## config.mk

```make
export PLATFORM = sky130hd
export DESIGN_NAME = lcd_pattern_gen
export DESIGN_NICKNAME = d
export VERILOG_FILES = /design/src/rtl/lcd_pattern_gen.sv
export SDC_FILE = /design/constraint.sdc
export NUM_CORES = 1
export LEC_CHECK = 0
export CAP_MARGIN = 20
export CORE_AREA = 10 10 115 117
export DETAILED_ROUTE_END_ITERATION = 10
export DIE_AREA = 0 0 125 127
export GPL_TIMING_DRIVEN = 0
export HOLD_SLACK_MARGIN = 0.05
export PLACE_DENSITY = 0.85
export SLEW_MARGIN = 20
export SYNTH_ARGS = -nofsm -noshare
export SYNTH_HDL_FRONTEND = slang
export SYNTH_SLANG_ARGS = --single-unit
```

## constraint.sdc

```tcl
create_clock -name i_lcd_pclk -period 6.53 [get_ports i_lcd_pclk]
set_input_delay 0.9795 -clock i_lcd_pclk [delete_from_list [all_inputs] [get_ports i_lcd_pclk]]
set_output_delay 0.9795 -clock i_lcd_pclk [all_outputs]
set_load 0.01 [all_outputs]
```

## src/rtl/lcd_pattern_gen.sv

```systemverilog
// lcd_pattern_gen: H/V timing generator plus test-pattern engine for RGB
// parallel LCD panels, with a fully registered output stage.
//
// Ports:
//   i_lcd_pclk    pixel clock (sole clock)
//   i_rst_n       asynchronous active-low reset
//   i_en          run enable; low holds counters at 0 and idles the outputs
//   i_mode        pattern: 0 colorbar, 1 gray ramp, 2 checkerboard, 3 border
//   i_fg_color    foreground colour {R,G,B} for checkerboard and border
//   o_lcd_de      data enable
//   o_lcd_hs      horizontal sync, active low
//   o_lcd_vs      vertical sync, active low
//   o_lcd_rgb     pixel {R,G,B}, zero whenever DE is low
//   o_pixel_xpos  active X of the output pixel, 0 outside the active area
//   o_pixel_ypos  active Y of the output pixel, 0 outside the active area
//   o_frame_start one-cycle pulse on the first pixel period of each frame
module lcd_pattern_gen #(
  parameter int P_H_SYNC   = 128,
  parameter int P_H_BACK   = 88,
  parameter int P_H_DISP   = 800,
  parameter int P_H_FRONT  = 40,
  parameter int P_V_SYNC   = 2,
  parameter int P_V_BACK   = 33,
  parameter int P_V_DISP   = 480,
  parameter int P_V_FRONT  = 10,
  parameter int P_CNT_W    = 11,
  parameter int P_CH_W     = 8,
  parameter int P_BAR_NUM  = 8,
  parameter int P_CHK_LOG2 = 5
) (
  input  logic                  i_lcd_pclk,
  input  logic                  i_rst_n,
  input  logic                  i_en,
  input  logic [1:0]            i_mode,
  input  logic [3*P_CH_W-1:0]   i_fg_color,
  output logic                  o_lcd_de,
  output logic                  o_lcd_hs,
  output logic                  o_lcd_vs,
  output logic [3*P_CH_W-1:0]   o_lcd_rgb,
  output logic [P_CNT_W-1:0]    o_pixel_xpos,
  output logic [P_CNT_W-1:0]    o_pixel_ypos,
  output logic                  o_frame_start
);

  localparam int H_TOTAL = P_H_SYNC + P_H_BACK + P_H_DISP + P_H_FRONT;
  localparam int V_TOTAL = P_V_SYNC + P_V_BACK + P_V_DISP + P_V_FRONT;
  localparam int ACC_W   = P_CH_W + 16;
  localparam int BAR_W   = P_H_DISP / P_BAR_NUM;

  localparam logic [P_CNT_W-1:0] H_LAST     = P_CNT_W'(H_TOTAL - 1);
  localparam logic [P_CNT_W-1:0] V_LAST     = P_CNT_W'(V_TOTAL - 1);
  localparam logic [P_CNT_W-1:0] H_SYNC_C   = P_CNT_W'(P_H_SYNC);
  localparam logic [P_CNT_W-1:0] V_SYNC_C   = P_CNT_W'(P_V_SYNC);
  localparam logic [P_CNT_W-1:0] H_ACT_C    = P_CNT_W'(P_H_SYNC + P_H_BACK);
  localparam logic [P_CNT_W-1:0] V_ACT_C    = P_CNT_W'(P_V_SYNC + P_V_BACK);
  localparam logic [P_CNT_W-1:0] H_END_C    = P_CNT_W'(P_H_SYNC + P_H_BACK + P_H_DISP);
  localparam logic [P_CNT_W-1:0] V_END_C    = P_CNT_W'(P_V_SYNC + P_V_BACK + P_V_DISP);
  localparam logic [P_CNT_W-1:0] H_DISP_M1  = P_CNT_W'(P_H_DISP - 1);
  localparam logic [P_CNT_W-1:0] V_DISP_M1  = P_CNT_W'(P_V_DISP - 1);
  localparam logic [P_CNT_W-1:0] BAR_W_M1   = P_CNT_W'(BAR_W - 1);
  localparam logic [P_CNT_W-1:0] BAR_LAST   = P_CNT_W'(P_BAR_NUM - 1);
  localparam logic [ACC_W-1:0]   STEP       = ACC_W'((64'd1 << ACC_W) / P_H_DISP);

  // Fixed eight-colour palette; each channel is all-ones or all-zeros.
  function automatic logic [3*P_CH_W-1:0] palette(input logic [2:0] idx);
    logic [2:0] bits;
    case (idx)
      3'd0:    bits = 3'b111; // white
      3'd1:    bits = 3'b110; // yellow
      3'd2:    bits = 3'b011; // cyan
      3'd3:    bits = 3'b010; // green
      3'd4:    bits = 3'b101; // magenta
      3'd5:    bits = 3'b100; // red
      3'd6:    bits = 3'b001; // blue
      default: bits = 3'b000; // black
    endcase
    return {{P_CH_W{bits[2]}}, {P_CH_W{bits[1]}}, {P_CH_W{bits[0]}}};
  endfunction

  logic [P_CNT_W-1:0]  h_cnt_r, v_cnt_r, h_nxt_s, v_nxt_s;
  logic [P_CNT_W-1:0]  bar_cnt_r, bar_idx_r, bar_cnt_s, bar_idx_s;
  logic [P_CNT_W-1:0]  bar_cnt_nxt_s, bar_idx_nxt_s;
  logic [ACC_W-1:0]    acc_r, acc_s;
  logic [1:0]          mode_r;
  logic [P_CNT_W-1:0]  x_s, y_s;
  logic                active_s, line_first_s, frame_first_s, border_s;
  logic [3*P_CH_W-1:0] pix_s;

  // Next H/V counter values with line and frame wrap.
  always_comb begin
    h_nxt_s = h_cnt_r + P_CNT_W'(1);
    v_nxt_s = v_cnt_r;
    if (h_cnt_r == H_LAST) begin
      h_nxt_s = '0;
      if (v_cnt_r == V_LAST) begin
        v_nxt_s = '0;
      end else begin
        v_nxt_s = v_cnt_r + P_CNT_W'(1);
      end
    end else begin
      h_nxt_s = h_cnt_r + P_CNT_W'(1);
    end
  end

  // H/V counters; held at 0 while disabled so a re-enable restarts the frame.
  always_ff @(posedge i_lcd_pclk or negedge i_rst_n) begin
    if (!i_rst_n) begin
      h_cnt_r <= '0;
      v_cnt_r <= '0;
    end else if (!i_en) begin
      h_cnt_r <= '0;
      v_cnt_r <= '0;
    end else begin
      h_cnt_r <= h_nxt_s;
      v_cnt_r <= v_nxt_s;
    end
  end

  // Window decode, active coordinates and per-pixel bar/ramp state.
  // The bar and ramp registers hold the value for the current pixel except at
  // the first active pixel of a line, where the state is forced to zero.
  always_comb begin
    active_s      = (h_cnt_r >= H_ACT_C) && (h_cnt_r < H_END_C) &&
                    (v_cnt_r >= V_ACT_C) && (v_cnt_r < V_END_C);
    line_first_s  = (h_cnt_r == H_ACT_C);
    frame_first_s = (h_cnt_r == '0) && (v_cnt_r == '0);
    x_s           = h_cnt_r - H_ACT_C;
    y_s           = v_cnt_r - V_ACT_C;
    border_s      = (x_s == '0) || (x_s == H_DISP_M1) ||
                    (y_s == '0) || (y_s == V_DISP_M1);
    if (line_first_s) begin
      bar_cnt_s = '0;
      bar_idx_s = '0;
      acc_s     = '0;
    end else begin
      bar_cnt_s = bar_cnt_r;
      bar_idx_s = bar_idx_r;
      acc_s     = acc_r;
    end
    // The last bar never rolls over, so it absorbs the remainder pixels.
    if ((bar_cnt_s == BAR_W_M1) && (bar_idx_s != BAR_LAST)) begin
      bar_cnt_nxt_s = '0;
      bar_idx_nxt_s = bar_idx_s + P_CNT_W'(1);
    end else begin
      bar_cnt_nxt_s = bar_cnt_s + P_CNT_W'(1);
      bar_idx_nxt_s = bar_idx_s;
    end
  end

  // Bar/ramp state advances only on active pixels; mode latches at frame start.
  always_ff @(posedge i_lcd_pclk or negedge i_rst_n) begin
    if (!i_rst_n) begin
      bar_cnt_r <= '0;
      bar_idx_r <= '0;
      acc_r     <= '0;
      mode_r    <= 2'd0;
    end else if (!i_en) begin
      bar_cnt_r <= '0;
      bar_idx_r <= '0;
      acc_r     <= '0;
      mode_r    <= mode_r;
    end else begin
      if (active_s) begin
        bar_cnt_r <= bar_cnt_nxt_s;
        bar_idx_r <= bar_idx_nxt_s;
        acc_r     <= acc_s + STEP;
      end else begin
        bar_cnt_r <= bar_cnt_r;
        bar_idx_r <= bar_idx_r;
        acc_r     <= acc_r;
      end
      if (frame_first_s) begin
        mode_r <= i_mode;
      end else begin
        mode_r <= mode_r;
      end
    end
  end

  // Pattern engine.
  always_comb begin
    pix_s = '0;
    case (mode_r)
      2'd0:    pix_s = palette(bar_idx_s[2:0]);
      2'd1:    pix_s = {3{acc_s[ACC_W-1:16]}};
      2'd2: begin
        if ((x_s[P_CHK_LOG2] ^ y_s[P_CHK_LOG2]) == 1'b0) begin
          pix_s = i_fg_color;
        end else begin
          pix_s = '0;
        end
      end
      2'd3: begin
        if (border_s) begin
          pix_s = '1;
        end else begin
          pix_s = i_fg_color;
        end
      end
      default: pix_s = '0;
    endcase
  end

  // Output stage: every panel-facing signal registered from the same (h,v).
  always_ff @(posedge i_lcd_pclk or negedge i_rst_n) begin
    if (!i_rst_n) begin
      o_lcd_de      <= 1'b0;
      o_lcd_hs      <= 1'b1;
      o_lcd_vs      <= 1'b1;
      o_lcd_rgb     <= '0;
      o_pixel_xpos  <= '0;
      o_pixel_ypos  <= '0;
      o_frame_start <= 1'b0;
    end else if (!i_en) begin
      o_lcd_de      <= 1'b0;
      o_lcd_hs      <= 1'b1;
      o_lcd_vs      <= 1'b1;
      o_lcd_rgb     <= '0;
      o_pixel_xpos  <= '0;
      o_pixel_ypos  <= '0;
      o_frame_start <= 1'b0;
    end else begin
      o_lcd_de      <= active_s;
      o_lcd_hs      <= (h_cnt_r >= H_SYNC_C);
      o_lcd_vs      <= (v_cnt_r >= V_SYNC_C);
      o_lcd_rgb     <= active_s ? pix_s : '0;
      o_pixel_xpos  <= active_s ? x_s : '0;
      o_pixel_ypos  <= active_s ? y_s : '0;
      o_frame_start <= frame_first_s;
    end
  end

endmodule

```

After elaboration in Yosys (flattened, before gate mapping)
Index checks and enable logic that the tools add are counted.

Output and inout port bits: 50. Input port bits: 29. Register bits: 120. Logic and storage cells: 90.

Equal/unequal tests: 18. $lt $le $gt $ge: 6. Bitwise operators: 1. Reductions and logical operators: 15. Mux-type cells: 30. Add/sub/neg operators: 7.

Operators by type and width (count): $mux 11 (17); $mux 24 (7); $pmux 24 s4 (1); $add 11x1->11 const B (4); $logic_not 11->1 (4); $add 24x15->24 const B (1); $eq 11x10->1 const B (2); $ge 11x8->1 const B (2); $lt 11x10->1 const B (2); $pmux 3 s7 (1); $eq 11x11->1 const B (1); $eq 11x7->1 const B (1); $eq 11x8->1 const B (1); $eq 11x9->1 const B (1); $ge 11x2->1 const B (1); $ge 11x6->1 const B (1); $ne 11x3->1 const B (1); $sub 11x6->11 const B (1); $sub 11x8->11 const B (1); $eq 3x3->1 const B (3); $eq 3x2->1 const B (2); $logic_and 1x1->1 (5); $eq 2x2->1 const B (2); $mux 1 (4); other kinds (8) (11).

Longest topological paths before layout
Gate-level depths: netlist of run 1.

Depth after elaboration: 9. Gate-level depth with buffers: 17. Depth with buffers taken out: 13.

Least setup slack after synthesis of run 1
Ideal clock, no wire load.

Path type: reg2reg. From: reg h_cnt_r[3]. To: reg bar_cnt_r[3]. Library setup time: 0.078 ns. Cell stages (with the launch flop): 17. Path slack: 2.837 ns. Clock period less this slack: 3.693 ns. Path buffers: 4. Data required time: 6.452 ns. Arrival: 3.615 ns. Cells stage by stage: dfrtp_1 > ha_1 > nand2b_1 > or4_4 > buf_2 > buf_2 > buf_1 > and2_1 > ha_1 > nor4b_1 > nand2_1 > nor3b_2 > or2_1 > buf_6 > or2_0 > or3b_1 > a21oi_1.

Longest elaborated chain between the ends: 7. Elaborated cells between the ends (all ways): 16. Classes of those cells: add/sub (1); order compare (2); eq/ne (4); mux (5); reduce/logical (4).

Ends and longest elaborated chain: start, declared (RTL line 80) `logic [P_CNT_W-1:0] h_cnt_r, v_cnt_r, h_nxt_s, v_nxt_s;`; start signal, assigned (RTL line 114) `h_cnt_r <= h_nxt_s;`; branches (longest 7 deep; another with $add 11x1->11); end signal, assigned (RTL line 164) `bar_cnt_r <= bar_cnt_nxt_s;`; end signal, assigned (RTL line 168) `bar_cnt_r <= bar_cnt_r;`; end, declared (RTL line 81) `logic [P_CNT_W-1:0] bar_cnt_r, bar_idx_r, bar_cnt_s, bar_idx_s;`.

Several ways; the timed one is not identified. The select of a mux whose other input is x is not followed. A chain may end at the register's enable or synchronous reset.

Worst setup path in the final report of run 1
From: reg h_cnt_r[3]. To: reg acc_r[18].

Longest elaborated chain between the ends: 5. Elaborated cells between the ends (all ways): 11. Classes of those cells: add/sub (1); order compare (2); eq/ne (2); mux (3); reduce/logical (3).

Ends and longest elaborated chain: $eq 11x8->1, or another cell as far along (RTL line 125) `line_first_s = (h_cnt_r == H_ACT_C);`; $mux 24 or $logic_and 1x1->1 (tied branches) (RTL line 131, 123); $add 24x15->24 or $logic_and 1x1->1 (tied branches) (RTL line 166, 123); $mux 24 or $logic_and 1x1->1 (tied branches) (RTL line 163, 124); $mux 24 or $ne 2x1->1 (tied branches); end signal, assigned (RTL line 166) `acc_r <= acc_s + STEP;`; end signal, assigned (RTL line 170) `acc_r <= acc_r;`; end, declared (RTL line 83) `logic [ACC_W-1:0] acc_r, acc_s;`.

Several ways; a longest one is shown, not always the timed one. The select of a mux whose other input is x is not followed.

==> flow_summary.toml, run 1 <==
[detailed_routing]
dr.pass1.iters = 6
dr_total_vias = 6187
routedWlPerCell_um = 19.4
initialDrtViolationCount = 907
ant_nets = 0
drcViolationCount = 0
post_drt_via_cell_ratio = 6.36
drt_wl_total_mm = 18.9

[yosys]
yosys_warnings = 0
synth-seq-area-share_pct = 46.1
commonest_register_cell_after_synthesis = "dfrtp_1"
synth.cell_area_um2 = 6530
synthDistinctLibCells = 71
synthesis.area_per_instance_um2 = 9.05
synth_edf_count = 0
synth-async-reset-ratio_pct = 100
ys_seq_elements = 120
cells_after_synth = 721
post_syn_nets = 761

[clocking]
cts_repair_resize_count = 0
post-cts-setup-buffer-count = 0
cts_htree_levels = 4
clock_latency_ns = 0.42
post_cts_hold_buffer_count = 0
clock_path_buffers = 2
clock_tree_from_tritoncts = "yes"
cts.sinks = 120
cts.clk_slew.worst_paths_ns = 0.05
clock_tree.root_cell = "clkbuf_16"
cts_inserted_buffers = 17

[sta]
clock.fmax_mhz = 218
finalMaxSlewViolations = 0
unrepaired_setup_endpoints_after_global_routing = "false"
skew_ns = 0.00879
post_route_clock_period_utilization_pct = 70.2
worstMarginPinSlew_ns = 0.858
shortest_period_the_worst_path_allows_ns = 4.58
slew_headroom_pct = 42.5
setup_tns_ns = 0
setup_viol = 0
timing_hold_violations_final = 0

[setup_path]
cp-end-kind = "flop"
rr_startpoint = "h_cnt_r[3]"
critPathLaunch = "h_cnt_r[3]"
criticalPathCategory = "reg2reg"
ff2ff_path_depth = 15
timing.reg2reg.setup_slack_ns = 1.95
worst-path-max-fanout = 10
crit_path_start_kind = "flop"
critical_path_arrival_ns = 4.91
critical_path.reg2reg.endpoint = "acc_r[18]"
worstPathRequired_ns = 6.86

[cells_and_area]
antennaDiodeCount = 0
fin_nets = 858
fill_cells = 810
seqCellArea_um2 = 3010
layout.cells.most_common = "dfrtp_1"
post_layout_nonfiller_instances = 973
multi_input_gate_area_um2 = 3220
final_cell_mix = "dfrtp_1 (118), nor2_1 (77), clkdlybuf4s50_1 (76), nand2_1 (65), a21oi_1 (57)"
share_of_post_route_cells_with_drive_strength_above_1_pct = 7.47
syn_to_final_growth_pct = 23.9
final_core_utilization_pct = 72.7

[power_and_ir_drop]
power.clock.fraction_pct = 50.6
vdd_ir_drop_max_v = 0.000145
comb_power_share_pct = 7.7
power_per_cell_area_nw_per_um2 = 226
power_frac_seq_pct = 41.7
power.net_switching_uw = 432
swShare_pct = 23.7
internal_power_uw = 1390
leakagePower_uw = 0.00361

[placed_design]
port-buffer-count = 77
dp.final_hpwl_mm = 13.0
dp.cells = 942
gp_congestion = 0.954

[global_route]
grt_pass1_wl_mm = 30.9
via_count_of_the_first_global_routing_pass = 6033
largest_net_degree_at_the_start_of_global_routing = 69
grt_antenna_before_repair = 0
globalRoute.totalOverflow = 0
gr-usage-all-layers_pct = 23.5

[worst_hold_path]
worstHoldPathType = "in2async"

[die]
rows = 39
placeableCoreArea_um2 = 11100
design.portCount = 79
die_y_um = 127
start_util_pct = 58.6
die-width_um = 125
floorplan.die_area_um2 = 15900

[run]
max_cap_violations = 0

[run_status]
status = "finished clean"
-- cell type report --
class	instances	share of cell area [%]
well taps	143	2.21
clock buffers	23	6.03
plain buffers	48	2.60
flip-flops and latches	120	37.2
repair buffers	78	9.89
clock inverters	8	1.18
multi-input cells	530	39.9
inverters	23	1.07
-- registers in the layout, summed over array words and instances, names as in the netlist, 11 cells and up --
name and flops:
acc_r 24, o_pixel_ypos 11, o_pixel_xpos 11, v_cnt_r 11, h_cnt_r 11, o_lcd_rgb 24
bar_idx_r 11, bar_cnt_r 11
-- through the flow --
stage	setup slack, ns	instance area [um^2]	hold slack (ns)	power [uW]
floorplan	2.84	6530	0.461	847
finish	1.95	8090	0.507	1830
CTS	2.07	8090	0.512	1830
global placement	-0.0598	7470	0.488	902
detailed placement	2.12	7500	0.505	910
global route	1.75	8090	0.532	1880
-- cell usage after synthesis, types with 3 or more instances --
cell      instances  area share, %
o21a_1            9            1.0
nor3b_1           4           0.46
ha_1             11            2.1
nand2b_1          9           0.86
clkbuf_1         32            1.8
o211ai_1          4           0.46
nor2_1           77            4.4
o31ai_1           4           0.46
a31oi_1          10           0.96
nor4_1           12            1.2
nand3_1          23            1.8
and4_1            3           0.40
o21ai_0          41            3.1
nor2b_1           8           0.77
dfrtp_1         118             45
o22ai_1           5           0.48
xor2_1           14            1.9
and3_1           23            2.2
xnor2_1          11            1.5
inv_1            22            1.3
nand4b_1          3           0.40
o311a_1          24            3.7
nand4_1          14            1.3
or4_1             4           0.46
nor3_1           13            1.0
a21oi_1          57            4.4
or3_1            15            1.4
and2_1            5           0.48
a21o_1            7           0.81
nand2_1          65            3.7
a211oi_1          5           0.58
buf_2            12           0.92
o21ai_1           6           0.46
mux2_2            5           0.86
-- how the worst max path moves through the flow --
stage | end | slack [ns] | depth (start not counted)
floorplan | bar_cnt_r[3] | 2.84 | 16
global placement | acc_r[3] | -0.06 | 1
detailed placement | acc_r[18] | 2.12 | 15
CTS | acc_r[18] | 2.07 | 15
global route | acc_r[18] | 1.75 | 15
finish | acc_r[18] | 1.95 | 15
-- power groups by stage --
stage | Clock, uW | Combinational [uW] | Sequential (uW)
after floorplan | 0 | 73.8 | 773
after global placement | 0 | 128 | 774
after detailed placement | 0 | 137 | 774
after CTS | 930 | 139 | 761
after global routing | 961 | 154 | 762
final | 925 | 140 | 761
-- routing by layer --
metal	vias to the layer above	wire length, um	GRT usage (%)
li1	2816	-	-
met5	-	0	0
met4	0	443	9.35
met3	50	1760	6.41
met2	323	8660	36.4
met1	2998	8060	30.8
-- worst max-delay path, cell delays in order, from the launching register on --
cell      delay, ns
dfrtp_1        0.45
ha_1           0.34
nand2b_1       0.25
or4_4          0.21
buf_2          0.23
buf_2          0.30
buf_1          0.44
nand2_1        0.15
ha_1           0.24
nand2b_1       0.17
o311ai_1       0.67
a21o_1         0.25
and3_1         0.18
o21ai_1        0.10
or3_1          0.32
a31oi_1        0.18
-- logic make-up (layout without fill, tap and decap cells) --
kind of cell | Yosys count | after routing | synth area share (%)
xor gates and xnor gates | 25 | 25 | 3.36
muxes | 6 | 6 | 1.02
buffers and inverters | 71 | 180 | 4.54
DFF | 120 | 120 | 46.1
AOI/OAI and AO/OA | 197 | 197 | 20.4
and+or+nand+nor | 291 | 291 | 22.5
adders and majority gates | 11 | 11 | 2.11
(Power assumes the default switching activity.)
==> run 2: changes to the inputs <==
--- a/config.mk
+++ b/config.mk
@@ -6,12 +6,12 @@
 export NUM_CORES = 1
 export LEC_CHECK = 0
 export CAP_MARGIN = 20
-export CORE_AREA = 10 10 115 117
+export CORE_AREA = 10 10 119 121
 export DETAILED_ROUTE_END_ITERATION = 10
-export DIE_AREA = 0 0 125 127
+export DIE_AREA = 0 0 129 131
 export GPL_TIMING_DRIVEN = 0
 export HOLD_SLACK_MARGIN = 0.05
-export PLACE_DENSITY = 0.85
+export PLACE_DENSITY = 0.79
 export SLEW_MARGIN = 20
 export SYNTH_ARGS = -nofsm -noshare
 export SYNTH_HDL_FRONTEND = slang
==> constraint.sdc (replaced) <==
create_clock -name i_lcd_pclk -period 4.4 [get_ports i_lcd_pclk]
set_input_delay 0.66 -clock i_lcd_pclk [delete_from_list [all_inputs] [get_ports i_lcd_pclk]]
set_output_delay 0.66 -clock i_lcd_pclk [all_outputs]
set_load 0.01 [all_outputs]
==> run 2 against run 1 <==
Effect of this change: wire length rose by 0.20%; maximum frequency up 10%; sequential cell count unchanged; global-route usage is 0.39 points lower; cell count up 0.41%; count of clock-buffer cells in the layout is the same; register-to-register slack worse by 1.7 ns; combinational power grew 46%.
==> flow_summary.toml, run 2 (synthesized netlist as in run 1, its figures left out) <==
[detailed_routing]
drcViolationCount = 0
ant_nets = 0
drt_wl_total_mm = 19.0
dr_total_vias = 6112
initialDrtViolationCount = 852
routedWlPerCell_um = 19.4
post_drt_via_cell_ratio = 6.26
dr.pass1.iters = 8

[worst_hold_path]
worstHoldPathType = "in2async"

[clocking]
post_cts_hold_buffer_count = 0
clock_path_buffers = 2
cts_inserted_buffers = 17
clock_tree.root_cell = "clkbuf_16"
cts.sinks = 120
cts_htree_levels = 4
post-cts-setup-buffer-count = 0
clock_latency_ns = 0.44
clock_tree_from_tritoncts = "yes"
cts.clk_slew.worst_paths_ns = 0.06

[global_route]
via_count_of_the_first_global_routing_pass = 5962
grt_antenna_before_repair = 0
grt_pass1_wl_mm = 30.8
largest_net_degree_at_the_start_of_global_routing = 68
globalRoute.totalOverflow = 0
gr-usage-all-layers_pct = 23.1

[sta]
shortest_period_the_worst_path_allows_ns = 4.16
setup_viol = 0
slew_headroom_pct = 47.3
timing_hold_violations_final = 0
post_route_clock_period_utilization_pct = 94.5
fin_worst_hold_slack_ns = 0.222
final.setup.worst_slack_ns = 0.240
skew_ns = 0.0157
clock.fmax_mhz = 240
unrepaired_setup_endpoints_after_global_routing = "false"
worstMarginPinSlew_ns = 0.786
finalMaxSlewViolations = 0

[setup_path]
crit_path_start_kind = "flop"
critical_path.cell_chain = "ha_1 -> nand2b_1 -> or4_4 -> buf_2 -> buf_2 -> and2_1 -> ha_1 -> nor4b_1 -> nand2_1 -> nor3b_2 -> or2_1 -> buf_6 -> or2_0 -> or3b_1 -> a21oi_1"
worst-path-max-fanout = 19
critical-path-slowest-cell = "or4_4"
criticalPathCategory = "reg2reg"
cp-end-kind = "flop"
critical_path_arrival_ns = 4.52
timing.reg2reg.setup_slack_ns = 0.24
critical-path-max-stage-delay_ns = 0.58
worstPathRequired_ns = 4.76

[cells_and_area]
antennaDiodeCount = 0
fill_cells = 908
share_of_post_route_cells_with_drive_strength_above_1_pct = 7.95
fin_nets = 857
layout.cells.most_common = "dfrtp_1"
final_cell_mix = "dfrtp_1 (118), nor2_1 (77), clkdlybuf4s50_1 (76), nand2_1 (65), a21oi_1 (57)"
syn_to_final_growth_pct = 23.9
reg.largest.list = "acc_r (24), o_lcd_rgb (24)"

[run_status]
status = "finished clean"

[power_and_ir_drop]
leakagePower_uw = 0.00361
power.total_uw = 2670
power_per_cell_area_nw_per_um2 = 331
vdd_ir_drop_max_v = 0.000256

[die]
die-width_um = 129
floorplan.die_area_um2 = 16900
die_y_um = 131
rows = 40
placeableCoreArea_um2 = 11800
start_util_pct = 55.2
design.portCount = 79

[placed_design]
port-buffer-count = 77
gp_congestion = 0.916
dp.final_hpwl_mm = 13.4
place_ws_ns = -0.0717

[run]
max_cap_violations = 0
[run 2: cell types whose count changed in the layout (fill, tap and decap cells not counted)]
cell / change
clkinv_2: +3
clkbuf_1: -2
buf_1: -1
bufinv_16: -1
clkbuf_2: +1
clkbuf_8: +1
clkinvlp_4: -1
o311ai_1: -1
o311ai_2: +1
[run 2: metal layers]
metal	global-route usage (%)	part of all wire (%)	wire length [um]
met1	29.1	42	8000
met2	37.4	47	8850
met3	6.53	8.9	1680
met4	8.29	2.3	427
met5	0	0	0
[run 2: worst paths after layout]
check / startpoint / to / cells past startpoint
worst min-delay path: i_rst_n / o_lcd_de / 1
max in group asynchronous: i_rst_n / bar_idx_r[10] / 2
worst max register to register: h_cnt_r[3] / bar_cnt_r[3] / 15
worst max-delay path: h_cnt_r[3] / bar_cnt_r[3] / 15
worst min register to register: acc_r[7] / acc_r[7] / 1
min in group i_lcd_pclk: acc_r[7] / acc_r[7] / 1
[run 2: metrics by stage]
step / utilization (%) / area [um^2] / cells / TNS [ns]
final: 68.4 / 8080 / 977 / 0
after CTS: 68.4 / 8080 / 977 / 0
after floorplan: - / 6530 / 721 / 0
after detailed placement: 63.6 / 7510 / 946 / -0.0815
after global placement: 63.3 / 7480 / 945 / -226.47
after global routing: 68.4 / 8080 / 977 / 0
[run 2: worst max-delay path, delay by kind of cell, from the launching register on]
kind | cells | cell delay, ns
AO/OA/AOI/OAI | 1 | 0.16
adder cells (fa/ha/maj) | 2 | 0.58
buffers and inverters | 3 | 0.63
flip-flops | 1 | 0.45
AND/OR/NAND/NOR | 9 | 2.27
[run 2: cell type report]
class / instances / area (um^2) / share of cell area (%)
timing repair buffer: 78 / 800 / 9.89
tap: 147 / 184 / 2.28
multi-input combinational: 530 / 3230 / 40.0
clock inverter: 9 / 72.6 / 0.898
sequential: 120 / 3010 / 37.2
buffer: 47 / 208 / 2.57
inverter: 23 / 86.3 / 1.07
clock buffer: 23 / 498 / 6.16
[run 2: timing repair]
action	4_1_cts	5_1_grt
endpoints found under the hold margin	0	0
setup endpoints to repair	3	1
pin swaps	0	0
resized for setup	1	2
[run 2: report_power, final]
group	leakage, uW	switching (uW)	internal (uW)
clock	0.000288	499	842
sequential	0.00166	11.3	1120
combinational	0.00167	140	64.8
total	0.00361	650	2030
